==> src/rtl/uart_pkg.sv <==
// Shared UART definitions: parity-mode codes and the frame state encoding,
// used by the transmitter and the future receiver.
package uart_pkg;

  localparam int PAR_NONE = 0;
  localparam int PAR_ODD  = 1;
  localparam int PAR_EVEN = 2;

  typedef enum logic [2:0] {
    ST_IDLE,
    ST_START_BIT,
    ST_DATA,
    ST_PARITY,
    ST_STOP
  } uart_state_t;

endpackage

==> src/rtl/uart_tx_cfg_if.sv <==
// Byte-side handshake of the UART transmitter: request/payload in, line and
// frame status out.
interface uart_tx_cfg_if #(
  parameter int DATA_BITS = 8
);

  logic                 START;
  logic [DATA_BITS-1:0] DATA;
  logic                 TXD;
  logic                 BUSY;
  logic                 DONE;

  modport master (
    output START,
    output DATA,
    input  TXD,
    input  BUSY,
    input  DONE
  );

  modport slave (
    input  START,
    input  DATA,
    output TXD,
    output BUSY,
    output DONE
  );

endinterface

==> src/rtl/uart_baud_tick.sv <==
// Per-bit clock enable: tick is high in the last cycle of every DIV-cycle slot.
// clear holds the counter at zero so a frame always starts on a fresh slot.
module uart_baud_tick #(
  parameter int DIV = 4
) (
  input  logic CLK,
  input  logic RST,
  input  logic clear,
  output logic tick
);

  localparam int            CW   = (DIV > 1) ? $clog2(DIV) : 1;
  localparam logic [CW-1:0] LAST = CW'(DIV - 1);

  if (DIV < 2) begin : g_div_chk
    $error("uart_baud_tick: DIV must be at least 2");
  end

  logic [CW-1:0] cnt;

  always_ff @(posedge CLK) begin
    if (RST || clear) begin
      cnt <= '0;
    end else if (cnt == LAST) begin
      cnt <= '0;
    end else begin
      cnt <= cnt + CW'(1);
    end
  end

  assign tick = (cnt == LAST);

endmodule

==> src/rtl/uart_tx_cfg.sv <==
// Configurable UART transmitter (DATA_BITS, parity, 1/2 stop bits) driven by a
// baud clock-enable; one-cycle acceptance latency and a DONE pulse per frame.
module uart_tx_cfg
  import uart_pkg::*;
#(
  parameter int CLK_FREQ  = 48000000,
  parameter int BAUD      = 9600,
  parameter int DATA_BITS = 8,
  parameter int PARITY    = 0,
  parameter int STOP_BITS = 1
) (
  input  logic          CLK,
  input  logic          RST,
  uart_tx_cfg_if.slave  bus
);

  localparam int DIV = CLK_FREQ / BAUD;
  localparam int BW  = $clog2(DATA_BITS + 1);

  localparam logic [BW-1:0] LAST_BIT  = BW'(DATA_BITS);
  localparam logic          LAST_STOP = 1'(STOP_BITS - 1);

  if (DIV < 2) begin : g_div_chk
    $error("uart_tx_cfg: CLK_FREQ/BAUD must be at least 2");
  end
  if (DATA_BITS < 5 || DATA_BITS > 9) begin : g_bits_chk
    $error("uart_tx_cfg: DATA_BITS must be 5..9");
  end
  if (PARITY < PAR_NONE || PARITY > PAR_EVEN) begin : g_par_chk
    $error("uart_tx_cfg: PARITY must be 0, 1 or 2");
  end
  if (STOP_BITS < 1 || STOP_BITS > 2) begin : g_stop_chk
    $error("uart_tx_cfg: STOP_BITS must be 1 or 2");
  end

  uart_state_t          state, state_nxt;
  logic [DATA_BITS-1:0] shreg, shreg_nxt;
  logic [BW-1:0]        bit_idx, bit_idx_nxt;
  logic                 stop_idx, stop_idx_nxt;
  logic                 par, par_nxt;
  logic                 txd, txd_nxt;
  logic                 tick;
  logic                 clear;
  logic                 done;

  // Counter is held in reset while idle, so the start bit gets a full DIV slot.
  uart_baud_tick #(
    .DIV (DIV)
  ) u_tick (
    .CLK   (CLK),
    .RST   (RST),
    .clear (clear),
    .tick  (tick)
  );

  always_ff @(posedge CLK) begin
    if (RST) begin
      state    <= ST_IDLE;
      shreg    <= '0;
      bit_idx  <= '0;
      stop_idx <= 1'b0;
      par      <= 1'b0;
      txd      <= 1'b1;
    end else begin
      state    <= state_nxt;
      shreg    <= shreg_nxt;
      bit_idx  <= bit_idx_nxt;
      stop_idx <= stop_idx_nxt;
      par      <= par_nxt;
      txd      <= txd_nxt;
    end
  end

  always_comb begin
    state_nxt    = state;
    shreg_nxt    = shreg;
    bit_idx_nxt  = bit_idx;
    stop_idx_nxt = stop_idx;
    par_nxt      = par;
    txd_nxt      = txd;
    clear        = (state == ST_IDLE);
    done         = 1'b0;

    case (state)
      ST_IDLE: begin
        txd_nxt = 1'b1;
        if (bus.START) begin
          state_nxt   = ST_START_BIT;
          shreg_nxt   = bus.DATA;
          par_nxt     = ^bus.DATA;
          bit_idx_nxt = '0;
          txd_nxt     = 1'b0;
        end
      end
      ST_START_BIT: begin
        if (tick) begin
          state_nxt   = ST_DATA;
          txd_nxt     = shreg[0];
          shreg_nxt   = shreg >> 1;
          bit_idx_nxt = BW'(1);
        end
      end
      ST_DATA: begin
        // bit_idx counts bits already placed on the line
        if (tick) begin
          if (bit_idx == LAST_BIT) begin
            if (PARITY != PAR_NONE) begin
              state_nxt = ST_PARITY;
              txd_nxt   = (PARITY == PAR_ODD) ? ~par : par;
            end else begin
              state_nxt    = ST_STOP;
              txd_nxt      = 1'b1;
              stop_idx_nxt = 1'b0;
            end
          end else begin
            txd_nxt     = shreg[0];
            shreg_nxt   = shreg >> 1;
            bit_idx_nxt = bit_idx + BW'(1);
          end
        end
      end
      ST_PARITY: begin
        if (tick) begin
          state_nxt    = ST_STOP;
          txd_nxt      = 1'b1;
          stop_idx_nxt = 1'b0;
        end
      end
      ST_STOP: begin
        if (tick) begin
          if (stop_idx == LAST_STOP) begin
            state_nxt = ST_IDLE;
            done      = 1'b1;
          end else begin
            stop_idx_nxt = 1'b1;
          end
        end
      end
      default: begin
        state_nxt = ST_IDLE;
        txd_nxt   = 1'b1;
      end
    endcase
  end

  assign bus.TXD  = txd;
  assign bus.BUSY = (state != ST_IDLE);
  assign bus.DONE = done;

endmodule
==> src/flat_wrapper.sv <==
// flat-port wrapper written by rule: the top's interface ports become plain ports
module uart_tx_cfg_flat import uart_pkg::*;
#(
  parameter int CLK_FREQ  = 48000000,
  parameter int BAUD      = 9600,
  parameter int DATA_BITS = 8,
  parameter int PARITY    = 0,
  parameter int STOP_BITS = 1
)
  (CLK, RST, bus_START, bus_DATA, bus_TXD, bus_BUSY, bus_DONE);
  uart_tx_cfg_if #(.DATA_BITS(DATA_BITS)) bus_i ();
  input  logic CLK;
  input  logic RST;
  input wire logic [$bits(bus_i.START)-1:0] bus_START;
  input wire logic [$bits(bus_i.DATA)-1:0] bus_DATA;
  output wire logic [$bits(bus_i.TXD)-1:0] bus_TXD;
  output wire logic [$bits(bus_i.BUSY)-1:0] bus_BUSY;
  output wire logic [$bits(bus_i.DONE)-1:0] bus_DONE;
  assign bus_i.START = bus_START;
  assign bus_i.DATA = bus_DATA;
  assign bus_TXD = bus_i.TXD;
  assign bus_BUSY = bus_i.BUSY;
  assign bus_DONE = bus_i.DONE;
  uart_tx_cfg #(.CLK_FREQ(CLK_FREQ), .BAUD(BAUD), .DATA_BITS(DATA_BITS), .PARITY(PARITY), .STOP_BITS(STOP_BITS)) u_core (.CLK(CLK), .RST(RST), .bus(bus_i));
endmodule
==> config.mk <==
export PLATFORM = sky130hd
export DESIGN_NAME = uart_tx_cfg_flat
export DESIGN_NICKNAME = d
export VERILOG_FILES = /design/src/rtl/uart_pkg.sv /design/src/rtl/uart_tx_cfg_if.sv /design/src/rtl/uart_baud_tick.sv /design/src/rtl/uart_tx_cfg.sv /design/src/flat_wrapper.sv
export SDC_FILE = /design/constraint.sdc
export NUM_CORES = 1
export LEC_CHECK = 0
export ABC_CLOCK_PERIOD_IN_PS = 2150
export BUFFER_PORTS_ARGS = -buffer_cell sky130_fd_sc_hd__buf_4
export CORE_ASPECT_RATIO = 0.8
export CORE_MARGIN = 4
export CORE_UTILIZATION = 50
export CTS_CLUSTER_DIAMETER = 30
export DETAILED_ROUTE_END_ITERATION = 10
export GPL_TIMING_DRIVEN = 1
export PLACE_DENSITY = 0.78
export SLEW_MARGIN = 20
export SYNTH_ARGS = -nofsm -noshare
export SYNTH_HDL_FRONTEND = slang
export SYNTH_SLANG_ARGS = --single-unit
==> constraint.sdc <==
create_clock -name CLK -period 2.15 [get_ports CLK]
set_clock_uncertainty 0.1 [all_clocks]
set_input_delay 0.43 -clock CLK [delete_from_list [all_inputs] [get_ports CLK]]
set_output_delay 0.43 -clock CLK [all_outputs]
set_load 0.1 [all_outputs]
==> impl_summary.log <==
INFO  metric antennaDiodeCount = 0
INFO  metric drt_pre_antenna_iters = 4
INFO  metric run_status = completed
INFO  metric hold_path.startpoint = bus_DATA[7]
INFO  metric mappedNetlistArea = 1570 um^2
INFO  metric final_max_tran_viols = 0
INFO  metric critical_path.reg2reg.startpoint = u_core.bit_idx[0]
INFO  metric layout_commonest_cell = sky130_fd_sc_hd__buf_4
INFO  metric globalplace.congestion = 0.797
INFO  metric overflow = 0
INFO  metric worstPathMaxFanout = 3
INFO  metric seq_power_share = 0.481
INFO  metric syn-instance-count = 168
INFO  metric layout-area-overhead-vs-synth = 22.2%
INFO  metric fin_total_pwr = 0.00120 W
INFO  metric grt_pass1_wl = 5570 um
INFO  metric arrival = 1.57 ns
INFO  metric total_of_fill_cells_in_the_finished_design = 220
INFO  metric routedWlPerCell = 14.5 um
INFO  metric predominant_post_synthesis_flop_cell = sky130_fd_sc_hd__dfxtp_1
INFO  metric worst_ep_required_time = 1.62 ns
INFO  metric first_global_vias = 1224
INFO  metric setup_violations = 0
INFO  metric final-hold-violation-count = 0
INFO  metric max_freq = 0.476 GHz
INFO  metric detail_route.iter0.violations = 93
INFO  metric synth.yosys.warnings = 0
INFO  metric nNetsFinal = 213
INFO  metric category_of_the_worst_setup_path_launch_point = register
INFO  metric min_period = 2.10 ns
INFO  metric intPower = 0.000870 W
INFO  metric post_cts_clock_slew_at_the_launch_and_capture_registers_of_the_worst_setup_and_hold_paths = 0.06 ns
INFO  metric synth_seq_area_share = 0.369
INFO  metric x_dimension_of_the_die = 70.7 um
INFO  metric core = 2870 um^2
INFO  metric post-route-period-util = 0.978
INFO  metric power.switching = 0.000328 W
INFO  metric timing.setup.critical_path_class = reg2out
INFO  metric synth.lib_cells_used.distinct = 50
INFO  metric postSynth.asyncResetShare = 0
INFO  metric wirelength = 3450 um
INFO  metric cts_htree_levels = 2
INFO  metric die-area = 4110 um^2
INFO  metric maximum_buffer_depth_of_the_clock_tree = 2
INFO  metric cts_root_buf = sky130_fd_sc_hd__clkbuf_8
INFO  metric cts.sink_count = 29
INFO  metric initial_utilization = 0.547
INFO  metric grt.total_usage = 0.171
INFO  metric net_count_synth = 182
INFO  metric pwr-share-clk = 0.357
INFO  metric antenna_violating_nets_post_route = 0
INFO  metric drc = 0
INFO  metric largest_net_degree_at_the_start_of_global_routing = 21
INFO  metric post-dp-hpwl = 2410 um
INFO  metric syn_area_per_cell = 9.35 um^2
INFO  metric fin_hold_ws = 0.340 ns
INFO  metric power_switching_share = 0.274
INFO  metric mostFrequentLayoutCells = sky130_fd_sc_hd__buf_4, sky130_fd_sc_hd__dfxtp_1, sky130_fd_sc_hd__nor2_1
INFO  metric share_of_cells_above_drive_strength_1 = 0.310
INFO  metric endpoint_kind = output pin
INFO  metric cts_inserted_buffers = 5
INFO  metric routed_via_density = 5.69
INFO  metric actual_transition_at_the_worst_max_transition_pin = 0.611 ns
INFO  metric power.density_cell_area = 624 nW/um^2
INFO  metric hold_path_class = in2reg
INFO  metric pwr-share-comb = 0.162
INFO  metric max-cap-violations = 0
INFO  metric via_count = 1355
INFO  metric power.static_leakage = 0.667 nW
INFO  metric buffer_ports.inserted = 13
INFO  metric cts_tree = done
INFO  metric number_of_standard_cell_rows_in_the_floorplan = 17
INFO  metric critPathLaunch = u_core.u_tick.cnt[1]
INFO  metric clk_latency = 0.28 ns
INFO  metric grt_antenna_before_repair = 0
INFO  metric fp.dieH = 58.1 um
INFO  metric timing.max_slew.rel_slack = 0.591
INFO  metric postSynthRegisterBits = 29
INFO  metric design.portCount = 14
INFO  metric peak_ir_drop_on_the_vdd_network = 0.556 mV
INFO  metric synth_enable_flop_cells = 0
what timing repair did:
action | CTS | global route
pin swaps | 0 | 1
setup endpoints to repair | 10 | 1
gates resized for setup | 6 | 5
hold buffers | 0 | 0
buffers inserted | 0 | 4
area by class of cell:
cell class / count / area [um^2] / area share
well taps: 38 / 47.5 / 0.0248
flip-flops and latches: 29 / 583 / 0.304
repair buffers: 33 / 260 / 0.136
inverters: 7 / 26.3 / 0.0137
multi-input cells: 123 / 923 / 0.481
clock buffers: 8 / 80.1 / 0.0417
per-stage QoR:
| step | setup slack [ns] | area (um^2) | utilization | std cells | setup TNS, ns |
|---|---|---|---|---|---|
| after floorplan | 0.0127 | 1570 | - | 168 | 0 |
| after global placement | 0.0473 | 1780 | 0.618 | 226 | 0 |
| after detailed placement | -0.0644 | 1780 | 0.618 | 226 | -0.330 |
| after CTS | -0.0357 | 1880 | 0.654 | 234 | -0.0357 |
| after global routing | -0.00921 | 1920 | 0.669 | 238 | -0.00921 |
| final | 0.0484 | 1920 | 0.669 | 238 | 0 |
worst max-delay path: stages, from the launching register on:
cell and delay [ns]:
sky130_fd_sc_hd__dfxtp_2 0.34, sky130_fd_sc_hd__ha_2 0.18, sky130_fd_sc_hd__and4_4 0.22, sky130_fd_sc_hd__and3_4 0.19, sky130_fd_sc_hd__and3_4 0.20, sky130_fd_sc_hd__buf_12 0.17
worst paths after layout:
| check | cells past startpoint | end | slack, ns |
|---|---|---|---|
| min reg2reg | 2 | u_core.shreg[7] | 0.40 |
| max reg2reg | 6 | u_core.bit_idx[3] | 0.18 |
| max | 5 | bus_DONE | 0.05 |
| min | 3 | u_core.shreg[7] | 0.34 |
flip-flops by register name, indices dropped and copies added, names as in the netlist:
register / count
u_core.u_tick.cnt: 13
u_core.bit_idx: 4
u_core.shreg: 8
u_core.bus.TXD: 1
u_core.state: 3
routing by layer:
metal,global-route usage,vias to the layer above,share of wire,wire [um]
met5,0,-,0,0
met4,0.0804,0,0.018,61
met3,0.0537,6,0.063,217
met2,0.258,39,0.47,1610
met1,0.224,627,0.45,1570
li1,-,683,-,-
kinds of logic (layout without fill, tap and decap cells):
logic type | after synthesis | after routing | synth area share
DFF | 29 | 29 | 0.369
AOI/OAI and AO/OA | 38 | 38 | 0.205
adders and majority gates | 3 | 3 | 0.0239
muxes | 7 | 7 | 0.0446
and+or+nand+nor | 63 | 63 | 0.234
buffers and inverters | 16 | 48 | 0.0565
xor gates and xnor gates | 12 | 12 | 0.0669
power groups by stage:
stage	combinational, W	clock (W)	sequential (W)
3_5_place_dp	0.000191	0	0.000588
3_3_place_gp	0.000183	0	0.000585
5_1_grt	0.000208	0.000462	0.000579
6_report	0.000194	0.000428	0.000576
4_1_cts	0.000194	0.000436	0.000576
2_1_floorplan	0.000131	0	0.000598
synth_stat cells, drive strengths merged (4+ instances only):
cell    number  share of area
dfxtp       29           0.37
nor2        21          0.055
xnor2       10          0.056
a211oi       9          0.065
nand3        8          0.029
a31oi        7          0.028
buf          7          0.035
inv          7          0.017
mux2i        7          0.045
a21oi        5          0.016
nand2        5          0.012
nor3         5          0.019
nor4         5          0.029
o31ai        4          0.025
Power figures use the tool's default switching activity.
